==> src/rtl/eq_session_ctrl.sv <==
// eq_session_ctrl: codec-init handshake, N-band EQ setting mode driven by key
// pulses, and streaming of the changed band gains to the coefficient loader.
module eq_session_ctrl #(
  parameter int NUM_BANDS    = 6,
  parameter int GAIN_W       = 5,
  parameter int GAIN_DEFAULT = 16,
  parameter int GAIN_MAX     = 31,
  parameter int TIMEOUT      = 1000000
) (
  input  logic                           i_clk,
  input  logic                           i_rst_n,
  input  logic                           i_init_done,
  output logic                           o_init_start,
  input  logic                           i_start,
  input  logic                           i_stop,
  input  logic                           i_up,
  input  logic                           i_down,
  input  logic                           i_next,
  output logic [$clog2(NUM_BANDS)-1:0]   o_band,
  output logic [NUM_BANDS*GAIN_W-1:0]    o_gain_bus,
  output logic                           o_apply_valid,
  input  logic                           i_apply_ready,
  output logic [$clog2(NUM_BANDS)-1:0]   o_apply_band,
  output logic [GAIN_W-1:0]              o_apply_gain,
  output logic [1:0]                     o_state
);

  localparam int BAND_W = $clog2(NUM_BANDS);
  localparam int CNT_W  = $clog2(TIMEOUT);

  localparam logic [GAIN_W-1:0] GAIN_MAX_C = GAIN_W'(GAIN_MAX);
  localparam logic [GAIN_W-1:0] GAIN_DEF_C = GAIN_W'(GAIN_DEFAULT);
  localparam logic [BAND_W-1:0] BAND_LAST  = BAND_W'(NUM_BANDS - 1);
  localparam logic [CNT_W-1:0]  TMO_LAST   = CNT_W'(TIMEOUT - 1);

  typedef enum logic [1:0] {
    ST_INIT    = 2'd0,
    ST_IDLE    = 2'd1,
    ST_SETTING = 2'd2,
    ST_APPLY   = 2'd3
  } state_t;

  state_t                 state_reg;
  logic                   init_start_reg;
  logic [BAND_W-1:0]      band_reg;
  logic [NUM_BANDS-1:0]   dirty_reg;
  logic [CNT_W-1:0]       tmo_cnt_reg;
  logic                   apply_valid_reg;
  logic [BAND_W-1:0]      apply_band_reg;
  logic [GAIN_W-1:0]      apply_gain_reg;

  logic [GAIN_W-1:0]      gain_reg  [NUM_BANDS];
  logic [GAIN_W-1:0]      gain_next [NUM_BANDS];
  logic [NUM_BANDS-1:0]   gain_chg;

  // Index of the lowest set bit; callers guarantee the mask is nonzero.
  function automatic logic [BAND_W-1:0] lowest_set(input logic [NUM_BANDS-1:0] mask);
    lowest_set = '0;
    for (int i = NUM_BANDS - 1; i >= 0; i--) begin
      if (mask[i]) lowest_set = BAND_W'(i);
    end
  endfunction

  // Up and down together cancel; adjustments only exist in setting mode.
  logic adj_up;
  logic adj_dn;
  assign adj_up = (state_reg == ST_SETTING) && i_up && !i_down;
  assign adj_dn = (state_reg == ST_SETTING) && i_down && !i_up;

  logic key_act;
  assign key_act = i_up || i_down || i_next;

  genvar gi;
  generate
    for (gi = 0; gi < NUM_BANDS; gi++) begin : g_band
      logic              sel;
      logic [GAIN_W-1:0] g_nx;
      logic              g_chg;

      assign sel = (band_reg == BAND_W'(gi));

      // Saturating adjustment of the selected band; flags a real value change.
      always_comb begin
        g_nx  = gain_reg[gi];
        g_chg = 1'b0;
        if (sel && adj_up && (gain_reg[gi] < GAIN_MAX_C)) begin
          g_nx  = gain_reg[gi] + GAIN_W'(1);
          g_chg = 1'b1;
        end else if (sel && adj_dn && (gain_reg[gi] != '0)) begin
          g_nx  = gain_reg[gi] - GAIN_W'(1);
          g_chg = 1'b1;
        end
      end

      assign gain_next[gi] = g_nx;
      assign gain_chg[gi]  = g_chg;
      assign o_gain_bus[gi*GAIN_W +: GAIN_W] = gain_reg[gi];

      // Gain register bank; frozen outside setting mode since g_nx == gain_reg there.
      always_ff @(posedge i_clk or negedge i_rst_n) begin
        if (!i_rst_n) gain_reg[gi] <= GAIN_DEF_C;
        else          gain_reg[gi] <= g_nx;
      end
    end
  endgenerate

  // Dirty mask including this cycle's adjustment, so an exit in the same
  // cycle sees the freshly changed band.
  logic [NUM_BANDS-1:0] dirty_upd;
  logic [BAND_W-1:0]    first_band;
  logic [GAIN_W-1:0]    first_gain;
  assign dirty_upd  = dirty_reg | gain_chg;
  assign first_band = lowest_set(dirty_upd);
  assign first_gain = gain_next[first_band];

  // Next word while already in APPLY (gains are frozen, so read the registers).
  logic [BAND_W-1:0]    pick_band;
  logic [GAIN_W-1:0]    pick_gain;
  logic [NUM_BANDS-1:0] apply_oh;
  logic [NUM_BANDS-1:0] dirty_after;
  assign pick_band   = lowest_set(dirty_reg);
  assign pick_gain   = gain_reg[pick_band];
  assign apply_oh    = NUM_BANDS'(1) << apply_band_reg;
  assign dirty_after = dirty_reg & ~apply_oh;

  logic [BAND_W-1:0] band_wrap;
  assign band_wrap = (band_reg == BAND_LAST) ? '0 : band_reg + BAND_W'(1);

  logic tmo_hit;
  assign tmo_hit = (tmo_cnt_reg == TMO_LAST);

  // Session FSM with all control outputs registered.
  always_ff @(posedge i_clk or negedge i_rst_n) begin
    if (!i_rst_n) begin
      state_reg       <= ST_INIT;
      init_start_reg  <= 1'b1;
      band_reg        <= '0;
      dirty_reg       <= '0;
      tmo_cnt_reg     <= '0;
      apply_valid_reg <= 1'b0;
      apply_band_reg  <= '0;
      apply_gain_reg  <= '0;
    end else begin
      case (state_reg)
        ST_INIT: begin
          if (i_init_done) begin
            state_reg      <= ST_IDLE;
            init_start_reg <= 1'b0;
          end
        end
        ST_IDLE: begin
          if (i_start) begin
            state_reg   <= ST_SETTING;
            band_reg    <= '0;
            tmo_cnt_reg <= '0;
          end
        end
        ST_SETTING: begin
          dirty_reg   <= dirty_upd;
          tmo_cnt_reg <= key_act ? '0 : tmo_cnt_reg + CNT_W'(1);
          if (i_next) band_reg <= band_wrap;
          if (i_stop || tmo_hit) begin
            if (dirty_upd != '0) begin
              state_reg       <= ST_APPLY;
              apply_valid_reg <= 1'b1;
              apply_band_reg  <= first_band;
              apply_gain_reg  <= first_gain;
            end else begin
              state_reg <= ST_IDLE;
            end
          end
        end
        ST_APPLY: begin
          if (apply_valid_reg) begin
            // Accepted word: drop its dirty bit and leave a one-cycle gap.
            if (i_apply_ready) begin
              dirty_reg       <= dirty_after;
              apply_valid_reg <= 1'b0;
              if (dirty_after == '0) state_reg <= ST_IDLE;
            end
          end else begin
            apply_valid_reg <= 1'b1;
            apply_band_reg  <= pick_band;
            apply_gain_reg  <= pick_gain;
          end
        end
      endcase
    end
  end

  assign o_state       = state_reg;
  assign o_init_start  = init_start_reg;
  assign o_band        = band_reg;
  assign o_apply_valid = apply_valid_reg;
  assign o_apply_band  = apply_band_reg;
  assign o_apply_gain  = apply_gain_reg;

endmodule

==> config.mk <==
export PLATFORM = sky130hd
export DESIGN_NAME = eq_session_ctrl
export DESIGN_NICKNAME = d
export VERILOG_FILES = /design/src/rtl/eq_session_ctrl.sv
export SDC_FILE = /design/constraint.sdc
export NUM_CORES = 1
export LEC_CHECK = 0
export ABC_AREA = 1
export CORE_UTILIZATION = 45
export DETAILED_ROUTE_END_ITERATION = 16
export DONT_BUFFER_PORTS = 1
export PLACE_DENSITY_LB_ADDON = 0.1
export SLEW_MARGIN = 30
export SYNTH_ARGS = -nofsm -noshare
export SYNTH_HDL_FRONTEND = slang
export SYNTH_SLANG_ARGS = --single-unit
export TNS_END_PERCENT = 30
==> constraint.sdc <==
create_clock -name i_clk -period 3.5 [get_ports i_clk]
set_input_delay 0.7 -clock i_clk [delete_from_list [all_inputs] [get_ports i_clk]]
set_output_delay 0.7 -clock i_clk [all_outputs]
set_load 0.02 [all_outputs]
==> results.ini, run 1 <==
[power]
peakVddDrop_uv = 337
p_comb_share_pct = 33.1
leakagePower_uw = 0.00297
internal-power_uw = 1860
pwr-share-seq_pct = 38.6
switchingPower_uw = 1420
power.share.clock_pct = 28.3
switching_share_pct = 43.2
powerDensity_nw_per_um2 = 560
fin_total_pwr_uw = 3280

[detailed_routing]
drt_iter0_markers = 580
vias_per_cell = 5.53
drc = 5
route.vias.total = 5061
routed_wl_mm = 14.9
ant_nets = 0
first_pass_iters = 12
wl_per_cell_microns = 16.2

[cts]
clk_latency_ns = 0.35
holdBufCountCts = 0
clock_sinks = 71
htreeDepth = 3
numCtsBuffers = 9
cts_resized = 0
post_cts_buffers = 0
clk_path_buf_depth = 2
path_clk_slew_ns = 0.06
cts_tree = done
clockRootBuffer = clkbuf_16

[worst_setup_path]
path_delay_family = simple AND/OR/NAND/NOR gates
critPathMaxFanout = 11
critical_path_required_ns = 3.77
rrSetupSlack_ns = 0.60
arrival_ns = 3.17
worst_path_max_delay_cell = dfrtp_1
endpoint_kind = flop
cp_cell_sequence = inv_1 > ha_1 > nand3_4 > nor2_1 > nand2_2 > nand3_2 > nor2_4 > nand2_2 > nor2_2 > nand2_2 > nand4_2 > inv_1 > o21ai_0 > o22ai_1
start_kind = flop
critPathMaxStageDelay_ns = 0.50
crit_type = reg2reg
crit_buf_inv = 2
worst_path_most_repeated_cell = nand2_2

[floorplan]
die_w_microns = 112
num_rows = 39
fp.coreArea_sq_um = 11600
ios = 54
dieArea_sq_um = 12500
initial_core_util_pct = 46.9
die_y_microns = 112

[sta]
rsz0062_at_grt = false
slew_viol_final = 0
fin_crit_ns = 2.90
worst_pin_slew_ns = 0.590
fin_crit_sh_pct = 82.8
setup_violations = 0
fin_setup_tns_ns = 0
fin_skew_ns = 0.0110
slew_headroom_pct = 60.6
final-hold-violation-count = 0
fmax_ghz = 0.345

[synthesis]
synth_cell_types = 42
yosys.area.top_type = dfrtp_1
yosysSeqAreaShare_pct = 32.8
synth_area_sq_um = 5440
synthCells = 765
syn-num-nets = 799
ys_top_cells_by_area = dfrtp_1, nand2_1, inv_1
netlist.area_leader.share_pct = 29.4
avgSynthCellArea_sq_um = 7.12
ys_ff_latch = 71
ys.warnings.count = 0

[run]
drv_cap = 0

[status]
outcome = finished, violations left
violations = design-rule violations

[min_path]
hold_path.class = in2async

[cells_and_area]
syn2layout_area_growth_pct = 7.56
num_antenna_cells = 0
final_nets = 802
layout-drive-gt1-share_pct = 11.6
largest_register_ff_count = 30
fillers = 1141

[grt]
grt_use_total_pct = 24.9
grt_pass1_vias = 4834
grt_overflow = 0
antenna_found_initial = 0
grt_max_degree = 72
grt_pass1_wl_mm = 24.2

[placement]
place_congestion = 0.958
portBuffers = 0
hpwl_mm = 11.3

[cell families (layout without fill, tap and decap cells)]
family | Yosys count | count (layout) | share of synthesized area (%)
compound gates | 142 | 142 | 14.4
xor+xnor | 20 | 20 | 3.22
fa+ha+maj | 25 | 25 | 5.75
buf+inv | 150 | 158 | 11.0
flops | 71 | 71 | 32.8
mux | 1 | 1 | 0.207
simple gates | 356 | 356 | 32.6
[worst paths after layout]
kind,start,to,cells past startpoint
min in group i_clk,i_init_done,o_init_start$_DFFE_PN1P_,1
hold reg to reg,tmo_cnt_reg[0]$_DFFE_PN0P_,tmo_cnt_reg[0]$_DFFE_PN0P_,1
setup / recovery,o_state[0]$_DFFE_PN0P_,o_apply_band[0]$_DFFE_PN0P_,14
hold / removal,i_rst_n,o_gain_bus[16]$_DFF_PN0_,0
setup reg to reg,o_state[0]$_DFFE_PN0P_,o_apply_band[0]$_DFFE_PN0P_,14
max in group asynchronous,i_rst_n,o_gain_bus[14]$_DFF_PN1_,0
[per-layer routing]
layer  global-route usage, %  vias to the layer above  part of all wire, %
li1                        -                     2508                    -
met1                    31.3                     2357                   44
met2                    40.4                      177                   46
met3                    7.19                       19                  7.9
met4                    9.51                        0                  2.0
met5                       0                        -                    0
[Yosys cell counts, drive strengths merged]
library cell / count
nand2: 172
inv: 138
nand3: 79
nor2: 68
dfrtp: 64
o21ai: 59
a21oi: 50
ha: 25
xor2: 18
nor3: 17
nand4: 11
a31oi: 8
buf: 8
dfstp: 7
o211ai: 7
o21a: 5
nand3b: 4
nor4: 4
o221ai: 4
o31ai: 4
o22ai: 3
clkbuf: 2
clkinv: 2
xnor2: 2
a21boi: 1
mux2: 1
nor3b: 1
o2111ai: 1
[placed cells by master, fill, tap and decap left out, types with 3 or more instances in the layout]
| cell type | instances |
|---|---|
| nand2_1 | 149 |
| inv_1 | 128 |
| nand3_1 | 68 |
| dfrtp_1 | 64 |
| o21ai_0 | 58 |
| a21oi_1 | 50 |
| nor2_1 | 48 |
| ha_1 | 25 |
| nand2_2 | 19 |
| xor2_1 | 18 |
| nor3_1 | 16 |
| nor2_2 | 15 |
| nand4_1 | 10 |
| inv_2 | 10 |
| clkbuf_16 | 9 |
| a31oi_1 | 8 |
| nand3_2 | 8 |
| o211ai_1 | 7 |
| dfstp_2 | 7 |
| o21a_1 | 5 |
| nor2_4 | 5 |
| nand2_4 | 4 |
| o31ai_1 | 4 |
| nor4_1 | 4 |
| o221ai_1 | 4 |
| nand3_4 | 3 |
| o22ai_1 | 3 |
| nand3b_1 | 3 |
| clkbuf_1 | 3 |
[cell type report]
class / count / area, sq um / share of cell area, %
Clock buffer: 13 / 250 / 4.27
Clock inverter: 3 / 42.5 / 0.726
Inverter: 140 / 526 / 8.97
Multi-Input combinational cell: 544 / 3060 / 52.2
Sequential cell: 71 / 1790 / 30.5
Tap cell: 143 / 179 / 3.06
Timing Repair Buffer: 2 / 15.0 / 0.256
[per-stage QoR]
| step | setup WS [ns] | util [%] | area (sq um) | std cells | hold WS, ns |
|---|---|---|---|---|---|
| final | 0.602 | 50.4 | 5860 | 916 | 0.0436 |
| after global routing | 0.339 | 50.4 | 5860 | 916 | 0.0309 |
| after CTS | 0.595 | 50.4 | 5860 | 916 | 0.0338 |
| after detailed placement | 0.618 | 47.9 | 5560 | 900 | 0.407 |
| after global placement | 0.723 | 47.9 | 5560 | 900 | 0.407 |
| after floorplan | 1.22 | - | 5440 | 765 | 0.404 |
[power groups by stage]
stage	Clock, uW	Combinational [uW]	Sequential, uW
final	929	1090	1260
after global routing	982	1240	1280
after CTS	952	1080	1260
after detailed placement	0	1070	1280
after global placement	0	1070	1280
after floorplan	0	840	1210
(Power assumes the default switching activity.)
==> inputs of run 2 (changes only) <==
==> constraint.sdc (replaced) <==
create_clock -name i_clk -period 2.4 [get_ports i_clk]
set_input_delay 0.48 -clock i_clk [delete_from_list [all_inputs] [get_ports i_clk]]
set_output_delay 0.48 -clock i_clk [all_outputs]
set_load 0.02 [all_outputs]
==> run 2 against run 1 <==
Effect of this change: clock-buffer cell count is 2 lower; worst hold slack worse by 0.028 ns; largest cell class unchanged; cell area is 13% higher; register-to-register slack worse by 0.46 ns; worst setup slack worse by 0.46 ns; the flow still finishes with violations (design-rule violations); maximum frequency is 28% higher; combinational power is 96% higher; sequential share of layout area is 3.5 points lower.
==> results.ini, run 2 (synthesized netlist as in run 1, its figures left out) <==
[grt]
grt_overflow = 0  ; unchanged
grt_use_total_pct = 25.7  ; +0.79 points
antenna_found_initial = 0  ; unchanged
grt_max_degree = 72  ; unchanged
grt_pass1_vias = 5109  ; +5.7%
grt_pass1_wl_mm = 25.1  ; +3.7%

[detailed_routing]
first_pass_iters = 11  ; -1
ant_nets = 0  ; unchanged
route.vias.total = 5353  ; +5.8%
drt_iter0_markers = 431  ; -26%
routed_wl_mm = 15.8  ; +6.4%
vias_per_cell = 5.45  ; -1.4%
dr.max_layer_used = met4
drc = 5  ; unchanged
wl_met3_mm = 1.06  ; -10%
wl_met1_mm = 6.90  ; +6.4%
wl_per_cell_microns = 16.1  ; -0.89%
wl_met2_mm = 7.51  ; +9.1%

[cells_and_area]
layout_commonest_cell = nand2_1
fillers = 1100  ; -3.6%
syn2layout_area_growth_pct = 21.9
multi_input_area_sq_um = 3230  ; +5.7%
ff_latch_area_sq_um = 1790  ; +0.14%
layout-drive-gt1-share_pct = 21.2  ; +9.5 points
largest_register_ff_count = 30  ; unchanged
final_nets = 869  ; +8.4%
num_antenna_cells = 0  ; unchanged
mostFrequentLayoutCells = nand2_1, inv_1, nand3_1
final_area_sq_um = 6640  ; +13%

[power]
pwr-share-seq_pct = 30.7  ; -7.9 points
powerDensity_nw_per_um2 = 812  ; +45%
p_comb_share_pct = 39.7  ; +6.6 points
leakagePower_uw = 0.00335  ; +13%
power.share.clock_pct = 29.7  ; +1.4 points
switching_share_pct = 41.3  ; -1.9 points
internal-power_uw = 3160  ; +70%
fin_total_pwr_uw = 5390  ; +64%
switchingPower_uw = 2220  ; +57%
peakVddDrop_uv = 936  ; +180%

[cts]
clock_sinks = 71  ; unchanged
htreeDepth = 3  ; unchanged
clockRootBuffer = clkbuf_16
path_clk_slew_ns = 0.06  ; about the same
cts_tree = done
clk_path_buf_depth = 2  ; unchanged
numCtsBuffers = 9  ; unchanged
clk_latency_ns = 0.35  ; about the same

[sta]
setup_violations = 0  ; unchanged
fin_skew_ns = 0.00829  ; -0.00271 ns
rsz0062_at_grt = true
fin_crit_ns = 2.26  ; -0.637 ns
worst_pin_slew_ns = 0.486  ; -0.104 ns
final-hold-violation-count = 0  ; unchanged
timing.hold.ws_ns = 0.0159  ; -0.0277 ns
slew_headroom_pct = 67.2  ; +6.6 points
fin_crit_sh_pct = 94.2  ; +11 points
fmax_ghz = 0.442  ; +28%
slew_viol_final = 0  ; unchanged

[floorplan]
initial_core_util_pct = 46.9  ; unchanged
die_w_microns = 112  ; unchanged
num_rows = 39  ; unchanged
fp.coreArea_sq_um = 11600  ; unchanged
dieArea_sq_um = 12500  ; unchanged
ios = 54  ; unchanged
die_y_microns = 112  ; unchanged

[status]
violations = design-rule violations
outcome = finished, violations left

[placement]
hpwl_mm = 12.1  ; +6.2%
portBuffers = 0  ; unchanged
dpl_cell_area_sq_um = 6030  ; +8.5%
place_congestion = 0.929  ; -3.0%

[worst_setup_path]
worst_path_most_repeated_cell = nand2_1
critPathMaxStageDelay_ns = 0.39  ; -0.11 ns
critical_path_required_ns = 2.64  ; -1.13 ns
endpoint_kind = flop
start_kind = flop
crit_type = reg2reg
critPathMaxFanout = 9  ; -2
arrival_ns = 2.51  ; -0.66 ns
cp_cell_sequence = inv_2 > ha_4 > nand3_4 > nor2_2 > nand2_2 > nand3_4 > inv_2 > nand2_2 > nand2_2 > nand2_8 > buf_4 > nand3_1 > nand2_1 > nor2_1 > nor2_1 > nand2_1 > nand2_1 > nand2_1
worst_path_max_delay_cell = dfrtp_1

[min_path]
hold_path.class = in2async

[run]
drv_cap = 0  ; unchanged

## run 2: metal layers
metal	up-vias	global-route usage, %
li1	2641	-
met1	2515	33.3
met2	174	41.4
met3	23	5.55
met4	0	10.8
met5	-	0
## run 2: area by class of cell
type	instances	area share [%]
clock buffers	11	3.66
clock inverters	5	1.60
inverters	140	7.96
multi-input cells	545	48.7
flip-flops and latches	71	26.9
well taps	143	2.70
repair buffers	68	8.43
## run 2: power by group through the flow
stage / Clock [uW] / Sequential (uW) / Combinational [uW]
after floorplan: 0 / 1760 / 1220
after global placement: 0 / 1660 / 1950
after detailed placement: 0 / 1670 / 1980
after CTS: 1630 / 1650 / 2030
after global routing: 1660 / 1680 / 2370
final: 1600 / 1650 / 2140
## run 2: timing repair
action,CTS,global route
pin swaps,0,10
buffers inserted,0,4
gates resized for setup,3,42
gates cloned,0,1
endpoints found under the hold margin,71,0
hold buffers,1,0
endpoints found under the setup margin,6,16
## run 2: final timing paths
path | start | endpoint | slack [ns] | cells after the start
max in group asynchronous | i_rst_n | o_init_start$_DFFE_PN1P_ | 2.03 | 1
min in group i_clk | i_init_done | o_init_start$_DFFE_PN1P_ | 0.20 | 1
worst max-delay path | o_state[0]$_DFFE_PN0P_ | o_apply_gain[4]$_DFFE_PN0P_ | 0.14 | 18
worst min register to register | tmo_cnt_reg[17]$_DFFE_PN0P_ | tmo_cnt_reg[17]$_DFFE_PN0P_ | 0.51 | 2
worst max register to register | o_state[0]$_DFFE_PN0P_ | o_apply_gain[4]$_DFFE_PN0P_ | 0.14 | 18
worst min-delay path | i_rst_n | o_gain_bus[17]$_DFF_PN0_ | 0.02 | 1
## run 2: metrics by stage
stage / setup WS [ns] / TNS, ns / std cells / utilization, %
floorplan: 0.120 / 0 / 765 / -
global placement: -0.0471 / -0.110 / 961 / 51.9
detailed placement: -0.0919 / -0.338 / 961 / 51.9
CTS: 0.0227 / 0 / 978 / 55.3
global route: -0.0178 / -0.0446 / 983 / 57.1
finish: 0.139 / 0 / 983 / 57.1
## run 2: critical path, delay by kind of cell (launching register included)
kind	cells	cell delay (ns)
adders and majority gates	1	0.17
DFF	1	0.39
and+or+nand+nor	14	1.30
buffers and inverters	3	0.28
